File: config.mk
export PLATFORM = sky130hd
export DESIGN_NAME = ov7670_downscale
export DESIGN_NICKNAME = d
export VERILOG_FILES = /design/src/rtl/ov7670_downscale.sv
export SDC_FILE = /design/constraint.sdc
export NUM_CORES = 1
export LEC_CHECK = 0
export CAP_MARGIN = 25
export CORE_ASPECT_RATIO = 1.25
export CORE_MARGIN = 3
export CORE_UTILIZATION = 35
export CTS_BUF_LIST = sky130_fd_sc_hd__clkbuf_4
export CTS_CLUSTER_SIZE = 10
export DETAILED_ROUTE_END_ITERATION = 6
export MAX_ROUTING_LAYER = met4
export PLACE_DENSITY = 0.54
export RECOVER_POWER = 50
export SYNTH_ARGS = -nofsm -noshare
export SYNTH_HDL_FRONTEND = slang
export SYNTH_SLANG_ARGS = --single-unit
File: constraint.sdc
create_clock -name pclk -period 6.4 [get_ports pclk]
set_clock_uncertainty 0.2 [all_clocks]
set_input_delay 1.6 -clock pclk [delete_from_list [all_inputs] [get_ports pclk]]
set_output_delay 1.6 -clock pclk [all_outputs]
set_load 0.1 [all_outputs]
File: src/rtl/ov7670_downscale.sv
// Crops a centred square from the camera capture pixel stream and box-averages it
// into an OUT_DIM x OUT_DIM luma image, emitting one write per output pixel.
module ov7670_downscale #(
    parameter int IMG_W    = 640,
    parameter int IMG_H    = 480,
    parameter int OUT_DIM  = 28,
    parameter int BLK_LOG2 = 4,
    parameter int X0       = 96,
    parameter int Y0       = 16
) (
    input  logic       pclk,
    input  logic       rst_n,
    input  logic       vsync,
    input  logic       we_in,
    input  logic [7:0] din,
    output logic       out_we,
    output logic [9:0] out_addr,
    output logic [7:0] out_data,
    output logic       frame_done
);
    localparam int BLK   = 1 << BLK_LOG2;
    localparam int ACC_W = 2 * BLK_LOG2 + 8;
    localparam int BX_W  = (OUT_DIM > 1) ? $clog2(OUT_DIM) : 1;

    localparam logic [9:0]      X_FIRST  = 10'(X0);
    localparam logic [9:0]      X_LAST   = 10'(IMG_W - 1);
    localparam logic [9:0]      WIN_X    = 10'(OUT_DIM * BLK);
    localparam logic [8:0]      Y_FIRST  = 9'(Y0);
    localparam logic [8:0]      Y_SAT    = 9'(IMG_H);
    localparam logic [8:0]      WIN_Y    = 9'(OUT_DIM * BLK);
    localparam logic [BX_W-1:0] BX_LAST  = BX_W'(OUT_DIM - 1);
    localparam logic [9:0]      ROW_STEP = 10'(OUT_DIM);
    localparam logic [9:0]      ROW_LAST = 10'((OUT_DIM - 1) * OUT_DIM);

    typedef enum logic {
        ST_WAIT,  // after reset or a finished frame: discard until vsync
        ST_RUN
    } state_t;

    state_t           state, state_nxt;
    logic [9:0]       x;
    logic [8:0]       y;
    logic [9:0]       cx;
    logic [8:0]       cy;
    logic [BX_W-1:0]  bx;
    logic [9:0]       row_base;
    logic [ACC_W-1:0] acc [OUT_DIM];
    logic [ACC_W-1:0] blk_sum;
    logic             pix_ok;
    logic             in_win;
    logic             blk_close;
    logic             last_blk;

    // Unsigned wrap makes columns/lines before the window compare as out of range.
    assign cx        = x - X_FIRST;
    assign cy        = y - Y_FIRST;
    assign bx        = cx[BLK_LOG2 +: BX_W];
    assign pix_ok    = (state == ST_RUN) && we_in && !vsync;
    assign in_win    = pix_ok && (cx < WIN_X) && (cy < WIN_Y);
    assign blk_close = in_win && (&cx[BLK_LOG2-1:0]) && (&cy[BLK_LOG2-1:0]);
    assign last_blk  = (row_base == ROW_LAST) && (bx == BX_LAST);
    assign blk_sum   = acc[bx] + ACC_W'(din);

    // NOTE: next state gets its default first so no path leaves it unassigned (no latch).
    always_comb begin
        state_nxt = state;
        if (vsync) begin
            state_nxt = ST_RUN;
        end else if (blk_close && last_blk) begin
            state_nxt = ST_WAIT;
        end
    end

    // NOTE: all clocked state uses non-blocking assignments so every register sees pre-edge values.
    always_ff @(posedge pclk) begin
        if (!rst_n) begin
            state <= ST_WAIT;
        end else begin
            state <= state_nxt;
        end
    end

    always_ff @(posedge pclk) begin
        if (!rst_n || vsync) begin
            x        <= '0;
            y        <= '0;
            row_base <= '0;
        end else if (pix_ok) begin
            if (x == X_LAST) begin
                x <= '0;
                if (y != Y_SAT) begin
                    y <= y + 9'd1;
                end
            end else begin
                x <= x + 10'd1;
            end
            if (blk_close && (bx == BX_LAST)) begin
                row_base <= row_base + ROW_STEP;
            end
        end
    end

    // NOTE: the accumulator array is cleared on reset and vsync; a stale partial sum would leak into the next frame.
    always_ff @(posedge pclk) begin
        if (!rst_n || vsync) begin
            for (int i = 0; i < OUT_DIM; i++) begin
                acc[i] <= '0;
            end
        end else if (in_win) begin
            acc[bx] <= blk_close ? '0 : blk_sum;
        end
    end

    always_ff @(posedge pclk) begin
        if (!rst_n) begin
            out_we     <= 1'b0;
            out_addr   <= '0;
            out_data   <= '0;
            frame_done <= 1'b0;
        end else begin
            out_we     <= blk_close;
            frame_done <= blk_close && last_blk;
            if (blk_close) begin
                out_addr <= row_base + 10'(bx);
                out_data <= blk_sum[ACC_W-1 -: 8];
            end
        end
    end

endmodule

==> results.py, run 1 <==
metrics = {
    "route": {
        "drc_errors": 0,
        "antenna_left": 0,
        "dr.pass1.iters": 5,
        "via_per_inst": 5.30,
        "vias": 16100,
        "wl_mm": 70.7,
        "drtIter0Drc": 1322,
        "wire_per_inst_um": 23.3,
    },
    "worst_setup_path": {
        "crit_required_ns": 6.74,
        "cp_max_fo": 16,
        "ff2ff_setup_slack_ns": 0.79,
        "cp.arrival_ns": 6.17,
        "start_kind": "input pin",
        "setup.worst_path.end_class": "register",
        "critPathKind": "in -> reg",
    },
    "power_and_ir_drop": {
        "power.total_mw": 7.80,
        "cellLeakagePower_nw": 10.5,
        "powerDensity_mw_per_mm2": 274,
        "ir_worst_vdd_v": 0.000131,
    },
    "synthesis": {
        "synth_common_cells": "edfxtp_1, nor2_1, mux4_2",
        "synth_top_cell_by_area": "edfxtp_1",
        "syn_area_mm2": 0.0251,
        "ys.flop_type": "edfxtp_1",
        "ys_seq_area_share_pct": 65.1,
        "synthTopCellsByArea": "edfxtp_1, mux4_2, nor2_1",
        "syn_avg_cell_area_um2": 13.8,
        "ys_async_sr_fraction_pct": 0,
        "ys_ff_latch": 560,
        "synth_top_area_share_pct": 61.3,
        "synth_cells": 1814,
        "synth_cell_type_count": 66,
        "synth_edf_count": 512,
        "yosys_warnings": 0,
        "synth.most_common_cell": "edfxtp_1",
    },
    "run_status": {
        "status": "complete, but fails checks",
        "violations": "capacitance limit, slew limit",
    },
    "clock_tree": {
        "cts_tree": "yes",
        "htree_levels": 4,
        "hold_buffers": 0,
        "ctsResizeCount": 0,
        "clk_path_buf_depth": 3,
        "clkLatencyLatePin_ns": 0.97,
        "cts_buffers": 149,
        "path_clk_slew_ns": 0.06,
        "cts-root-buf": "clkbuf_4",
        "cts_setup_buffers": 0,
        "cts.sinks": 560,
    },
    "global_route": {
        "grt-ovfl-total": 0,
        "grt_pass1_wl_mm": 105,
        "grt.total_usage_pct": 19.7,
        "grt_pass1_vias": 16400,
        "antenna_found_initial": 1,
        "grt_max_degree": 115,
    },
    "timing": {
        "final-max-slew-violation-count": 74,
        "worst_pin_slew_ns": 1.88,
        "fin_crit_sh_pct": 91.0,
        "layout_min_cycle_time_ns": 5.82,
        "slew_headroom_pct": -25.1,
        "hold_viol_final": 0,
        "fmax_mhz": 172,
        "fin_setup_tns_ns": 0,
        "rsz0062_at_grt": "false",
        "setup_viol_count_final": 0,
    },
    "job": {
        "drv_cap": 3,
    },
    "die": {
        "dieHeight_um": 305,
        "dieArea_mm2": 0.0750,
        "io_pins": 32,
        "coreArea_mm2": 0.0709,
        "start_util_pct": 35.4,
        "num_rows": 109,
        "dieWidth_um": 246,
    },
    "finish": {
        "drive_gt1_share_pct": 20.6,
        "nets": 2014,
        "area_growth_pct": 13.7,
        "fin_util_pct": 40.2,
    },
    "worst_hold_path": {
        "hold_path.class": "reg -> reg",
    },
    "place": {
        "gp_congestion": 0.877,
        "dp_hpwl_mm": 45.6,
        "io_buffers": 31,
    },
}
-- per-layer routing --
layer | vias to the layer above | routed length, um | global-route usage (%) | share of wire [%]
met3 | 156 | 4410 | 4.13 | 6.2
met5 | - | 0 | - | 0
met4 | 0 | 2610 | 8.24 | 3.7
li1 | 7054 | - | - | -
met1 | 8197 | 27700 | 23.5 | 39
met2 | 654 | 36000 | 32.4 | 51
-- critical path, stage by stage --
cell	delay, ns
dlygate4sd3_1	0.72
inv_1	0.36
nor2_2	0.29
nand3_1	0.15
nor3_1	0.16
clkbuf_1	1.09
nand2_1	0.79
nand2_1	1.00
-- cell families (layout without fill, tap and decap cells) --
kind of cell    Yosys count  count (layout)  share of synthesized area, %
flops                   560             560                          65.1
xor+xnor                 42              42                          1.50
fa+ha+maj                19              19                          1.01
simple gates            748             748                          12.7
buf+inv                 183             390                          3.40
mux                     156             156                          13.6
other cells               1              65                        0.0149
compound gates          105             105                          2.71
-- report_power, final --
part           switching [mW]  internal (mW)  total (mW)
Combinational           0.331          0.119       0.450
Clock                    1.47           1.66        3.13
Sequential             0.0452           4.17        4.22
Total                    1.85           5.96        7.80
-- layout by cell type (no fill, tap or decap), types with 4 or more instances in the layout --
cell type	instances
a211oi_1	7
a21oi_1	36
a31oi_1	8
and2_1	7
and3_1	8
buf_4	45
clkbuf_1	32
clkbuf_4	223
clkdlybuf4s50_1	9
clkinv_1	16
clkinvlp_4	5
conb_1	64
dfxtp_1	46
dlygate4sd3_1	22
edfxtp_1	512
ha_1	17
inv_1	26
mux2i_1	15
mux4_1	26
mux4_2	112
nand2_1	103
nand2b_1	4
nand3_1	45
nand4_1	20
nor2_1	489
nor2b_1	6
nor3_1	30
nor3_2	11
o211ai_1	4
o21a_1	4
o21ai_0	15
o221ai_1	5
or3_1	7
xnor2_1	24
xor2_1	12
-- metrics by stage --
step	std cells	instance area (um2)	setup WS, ns	hold WS, ns
finish	3028	28500	0.576	0.261
global route	3028	28500	0.460	0.282
CTS	3027	28700	1.11	0.263
detailed placement	2775	26800	0.938	0.254
global placement	2775	26800	0.950	0.256
floorplan	1877	25300	0.909	0.249
-- sequential cells by signal, summed over array words and instances, names as in the netlist --
name / flops
acc: 512
out_addr: 10
x: 10
y: 9
out_data: 8
row_base: 8
frame_done: 1
out_we: 1
state: 1
-- final cells by class --
class	instances	area [um2]
flip-flops and latches	560	16300
repair buffers	111	828
inverters	27	101
clock buffers	223	1670
fillers	6800	42400
well taps	943	1180
diodes	1	2.50
multi-input cells	1134	8210
clock inverters	29	193
-- path summary, 6_finish.rpt --
check,from,to,depth (start not counted)
setup / recovery,rst_n,acc[26][3]$_SDFFCE_PN0P_,8
hold / removal,out_data[0]$_SDFFE_PN0P_,out_data[0]$_SDFFE_PN0P_,2
setup reg to reg,x[6]$_SDFFE_PP0P_,acc[26][3]$_SDFFCE_PN0P_,10
hold reg to reg,out_data[0]$_SDFFE_PN0P_,out_data[0]$_SDFFE_PN0P_,2
(Power assumes the default switching activity.)
==> run 2, diff against run 1 <==
--- a/config.mk
+++ b/config.mk
@@ -14,7 +14,6 @@
 export DETAILED_ROUTE_END_ITERATION = 6
 export MAX_ROUTING_LAYER = met4
 export PLACE_DENSITY = 0.54
-export RECOVER_POWER = 50
 export SYNTH_ARGS = -nofsm -noshare
 export SYNTH_HDL_FRONTEND = slang
 export SYNTH_SLANG_ARGS = --single-unit
==> results.py, run 2 (synthesis results as in run 1) <==
metrics = {
    "global_route": {
        "grt-ovfl-total": 0,
        "grt_pass1_wl_mm": 105,
        "antenna_found_initial": 1,
        "grt_max_degree": 115,
        "grt.total_usage_pct": 19.7,
        "grt_pass1_vias": 16400,
    },
    "clock_tree": {
        "hold_buffers": 0,
        "cts.sinks": 560,
        "htree_levels": 4,
        "cts-root-buf": "clkbuf_4",
        "path_clk_slew_ns": 0.06,
        "cts_tree": "yes",
        "clk_path_buf_depth": 3,
        "ctsResizeCount": 0,
        "clkLatencyLatePin_ns": 0.96,
        "cts_setup_buffers": 0,
        "cts_buffers": 149,
    },
    "route": {
        "dr.pass1.iters": 5,
        "antenna_left": 0,
        "via_per_inst": 5.27,
        "wl_mm": 70.6,
        "drc_errors": 0,
        "vias": 16000,
        "drtIter0Drc": 1333,
        "wire_per_inst_um": 23.3,
    },
    "power_and_ir_drop": {
        "powerDensity_mw_per_mm2": 273,
        "cellLeakagePower_nw": 10.5,
        "ir_worst_vdd_v": 0.000130,
    },
    "worst_setup_path": {
        "crit_family": "multiplexers",
        "crit_required_ns": 6.88,
        "cp_num_buf_inv": 3,
        "critPathMaxStageDelay_ns": 0.66,
        "setup.worst_path.end_class": "register",
        "start_kind": "register",
        "slowest_stage": "dfxtp_4",
        "cp_max_fo": 29,
        "crit_chain": "buf_12, mux4_2, mux4_2, nand2_1, nand2_1, ha_1, fa_1, a21o_1, a21oi_1, nor2b_1, o21a_1, o21a_1, and3_1, o21ai_2, buf_4, inv_1",
        "critPathKind": "reg -> reg",
        "cp.arrival_ns": 5.79,
    },
    "worst_hold_path": {
        "hold_path.class": "reg -> reg",
    },
    "timing": {
        "fin_hold_ws_ns": 0.263,
        "fin_setup_tns_ns": 0,
        "fin_crit_sh_pct": 82.9,
        "fmax_mhz": 188,
        "final-max-slew-violation-count": 0,
        "fin_ws_ns": 1.09,
        "rsz0062_at_grt": "false",
        "slew_headroom_pct": 31.3,
        "setup_viol_count_final": 0,
        "worst_pin_slew_ns": 1.03,
        "hold_viol_final": 0,
        "layout_min_cycle_time_ns": 5.31,
    },
    "finish": {
        "fin_util_pct": 40.4,
        "top_regs": "acc x512, out_addr x10, x x10",
        "drive_gt1_share_pct": 22.3,
        "postLayoutCellArea_mm2": 0.0287,
        "final_common_cell": "edfxtp_1",
        "nets": 2014,
        "largest_register_ff_count": 512,
        "area_growth_pct": 14.2,
        "top_register": "acc",
        "mostFrequentLayoutCells": "edfxtp_1, nor2_1, clkbuf_4",
    },
    "die": {
        "start_util_pct": 35.4,
        "coreArea_mm2": 0.0709,
        "dieHeight_um": 305,
        "num_rows": 109,
        "dieWidth_um": 246,
        "io_pins": 32,
        "dieArea_mm2": 0.0750,
    },
    "run_status": {
        "status": "finished, final reports clean",
    },
    "place": {
        "place_ws_ns": 0.938,
        "io_buffers": 31,
        "gp_congestion": 0.877,
        "dp_hpwl_mm": 45.6,
        "dpl-instance-area_mm2": 0.0268,
    },
    "job": {
        "drv_cap": 0,
    },
}
run 2: cell count changes in the layout (fill, tap and decap cells not counted), sizes merged:
cell and change:
buf +32, clkbuf -32, clkdlybuf4s50 +22, diode +1
dlygate4sd3 -22
run 2: report_power, final:
group / switching, mW / internal [mW] / leakage (nW)
combinational: 0.332 / 0.128 / 3.50
clock: 1.47 / 1.66 / 1.10
sequential: 0.0452 / 4.17 / 5.91
total: 1.85 / 5.97 / 10.5
run 2: area by class of cell:
class | count | area (um2)
fillers | 6772 | 42300
flip-flops and latches | 560 | 16300
multi-input cells | 1134 | 8220
clock buffers | 223 | 1670
well taps | 943 | 1180
repair buffers | 111 | 948
clock inverters | 29 | 193
inverters | 27 | 101
diodes | 2 | 5.00
run 2: worst paths after layout:
kind	startpoint	to	slack [ns]	depth (start not counted)
min reg2reg	out_data[0]$_SDFFE_PN0P_	out_data[0]$_SDFFE_PN0P_	0.26	2
max	x[4]$_SDFFE_PP0P_	acc[30][10]$_DFFE_PP_	1.09	16
min	out_data[0]$_SDFFE_PN0P_	out_data[0]$_SDFFE_PN0P_	0.26	2
max reg2reg	x[4]$_SDFFE_PP0P_	acc[30][10]$_DFFE_PP_	1.09	16
run 2: metrics by stage:
| step | total power [mW] | std cells |
|---|---|---|
| finish | 7.81 | 3029 |
| global route | 8.13 | 3028 |
| CTS | 7.91 | 3027 |
| detailed placement | 4.76 | 2775 |
| global placement | 4.75 | 2775 |
| floorplan | 4.54 | 1877 |
run 2: metal layers:
layer	part of all wire (%)	vias to the layer above	track usage (%)
li1	-	7049	-
met1	39	8156	23.5
met2	51	617	32.4
met3	6.2	150	4.13
met4	3.7	0	8.24
met5	0	-	-
run 2: tightest hold or removal path, stage by stage (launching register included):
cell,delay (ns)
dfxtp_1,0.31
nand2_1,0.05
a21oi_1,0.05
==> run 3, diff against run 2 <==
==> constraint.sdc (replaced) <==
create_clock -name pclk -period 5.4 [get_ports pclk]
set_clock_uncertainty 0.2 [all_clocks]
set_input_delay 1.35 -clock pclk [delete_from_list [all_inputs] [get_ports pclk]]
set_output_delay 1.35 -clock pclk [all_outputs]
set_load 0.1 [all_outputs]
==> results.py, run 3 (synthesis results as in run 1) <==
metrics = {
    "timing": {
        "rsz0062_at_grt": "false",
        "hold_viol_final": 0,
        "setup_viol_count_final": 0,
        "worst_pin_slew_ns": 0.994,
        "fmax_mhz": 194,
        "fin_setup_tns_ns": 0,
        "slew_headroom_pct": 33.5,
        "layout_min_cycle_time_ns": 5.16,
        "final-max-slew-violation-count": 0,
        "fin_crit_sh_pct": 95.5,
    },
    "worst_setup_path": {
        "critPathKind": "reg -> reg",
        "start_kind": "register",
        "cp_num_buf_inv": 2,
        "crit_family": "simple AND/OR/NAND/NOR gates",
        "cp-startpoint": "x[6]$_SDFFE_PP0P_",
        "cp_max_fo": 29,
        "slowest_stage": "dfxtp_1",
        "critPathMaxStageDelay_ns": 0.47,
        "crit_chain": "ha_1, nor2b_1, or3_1, and3_1, a22oi_1, nand3_1, ha_1, a21o_1, a21oi_1, o21a_1, nor2_1, o21ai_0, buf_4, or4_4, o21a_1, buf_4, nor3_2",
        "setup.worst_path.end_class": "register",
        "r2r_start": "x[6]$_SDFFE_PP0P_",
        "crit_required_ns": 5.96,
        "cp.arrival_ns": 5.72,
    },
    "global_route": {
        "grt_pass1_wl_mm": 105,
        "grt_max_degree": 54,
        "grt_pass1_vias": 16500,
        "grt-ovfl-total": 0,
        "antenna_found_initial": 2,
        "grt.total_usage_pct": 19.8,
    },
    "route": {
        "dr.pass1.iters": 5,
        "drtIter0Drc": 1543,
        "wl_mm": 70.7,
        "wire_per_inst_um": 22.9,
        "antenna_left": 0,
        "drc_errors": 0,
        "vias": 16200,
        "via_per_inst": 5.24,
    },
    "power_and_ir_drop": {
        "ir_worst_vdd_v": 0.000181,
        "powerDensity_mw_per_mm2": 326,
        "cellLeakagePower_nw": 10.9,
    },
    "finish": {
        "nets": 2063,
        "multi_input_area_mm2": 0.00822,
        "final_common_cell": "edfxtp_1",
        "largest_register_ff_count": 512,
        "fillers": 6720,
        "top_register": "acc",
        "seqCellArea_mm2": 0.0163,
        "mostFrequentLayoutCells": "edfxtp_1, nor2_1, clkbuf_4",
        "fin_cells": 3086,
        "top_regs": "acc x512, out_addr x10, x x10",
        "drive_gt1_share_pct": 24.2,
        "area_growth_pct": 16.7,
    },
    "die": {
        "dieArea_mm2": 0.0750,
        "coreArea_mm2": 0.0709,
        "dieHeight_um": 305,
        "io_pins": 32,
        "start_util_pct": 35.4,
        "num_rows": 109,
        "dieWidth_um": 246,
    },
    "clock_tree": {
        "htree_levels": 4,
        "clk_path_buf_depth": 3,
        "cts_setup_buffers": 0,
        "clkLatencyLatePin_ns": 0.99,
        "cts-root-buf": "clkbuf_4",
        "cts_buffers": 149,
        "ctsResizeCount": 0,
        "hold_buffers": 0,
        "path_clk_slew_ns": 0.07,
        "cts_tree": "yes",
        "cts.sinks": 560,
    },
    "worst_hold_path": {
        "hold_path.class": "reg -> reg",
        "hold_start": "out_data[0]$_SDFFE_PN0P_",
    },
    "run_status": {
        "status": "finished, final reports clean",
    },
    "place": {
        "dp_hpwl_mm": 45.9,
        "gp_congestion": 0.883,
        "io_buffers": 31,
        "place_inst": 2824,
    },
    "job": {
        "drv_cap": 0,
    },
}
run 3: area by class of cell:
cell class | count | area share [%]
Antenna cell | 5 | 0.0427
Clock buffer | 220 | 5.64
Clock inverter | 37 | 1.25
Inverter | 27 | 0.346
Multi-Input combinational cell | 1134 | 28.1
Sequential cell | 560 | 55.8
Tap cell | 943 | 4.03
Timing Repair Buffer | 160 | 4.80
run 3: path summary, 6_finish.rpt:
| path | endpoint | slack [ns] | cells past startpoint |
|---|---|---|---|
| worst min register to register | out_data[0]$_SDFFE_PN0P_ | 0.25 | 2 |
| worst max register to register | acc[31][15]$_DFFE_PP_ | 0.24 | 17 |
| worst min-delay path | out_data[0]$_SDFFE_PN0P_ | 0.25 | 2 |
| worst max-delay path | acc[31][15]$_DFFE_PP_ | 0.24 | 17 |
run 3: worst reg2reg max path, cell delays in order, from the launching register on:
cell and delay [ns]:
dfxtp_1 0.47, ha_1 0.46, nor2b_1 0.12, or3_1 0.35, and3_1 0.34, a22oi_1 0.38, nand3_1 0.19, ha_1 0.31
a21o_1 0.12, a21oi_1 0.12, o21a_1 0.21, nor2_1 0.19, o21ai_0 0.13, buf_4 0.17, or4_4 0.44, o21a_1 0.19
buf_4 0.26, nor3_2 0.30
run 3: routing by layer:
metal | wire, um | vias up | GRT usage [%]
li1 | - | 7152 | -
met2 | 35800 | 670 | 32.2
met3 | 5180 | 135 | 4.61
met1 | 27400 | 8206 | 23.9
met5 | 0 | - | -
met4 | 2340 | 0 | 7.57
run 3: power breakdown:
| group | leakage, nW | internal, mW | switching [mW] | total, mW |
|---|---|---|---|---|
| registers | 5.91 | 4.94 | 0.0512 | 4.99 |
| logic | 3.76 | 0.175 | 0.393 | 0.568 |
| clock network | 1.18 | 2.20 | 1.77 | 3.98 |
run 3: stage by stage:
stage	power [mW]	setup WS, ns	utilization, %	hold slack, ns	instance area [um2]
finish	9.54	0.242	41.3	0.251	29300
global route	9.95	0.0109	41.3	0.282	29300
CTS	9.66	0.345	41.3	0.257	29300
detailed placement	5.66	0.395	38.4	0.250	27200
global placement	5.64	0.482	38.4	0.246	27200
floorplan	5.38	0.00447	-	0.249	25300
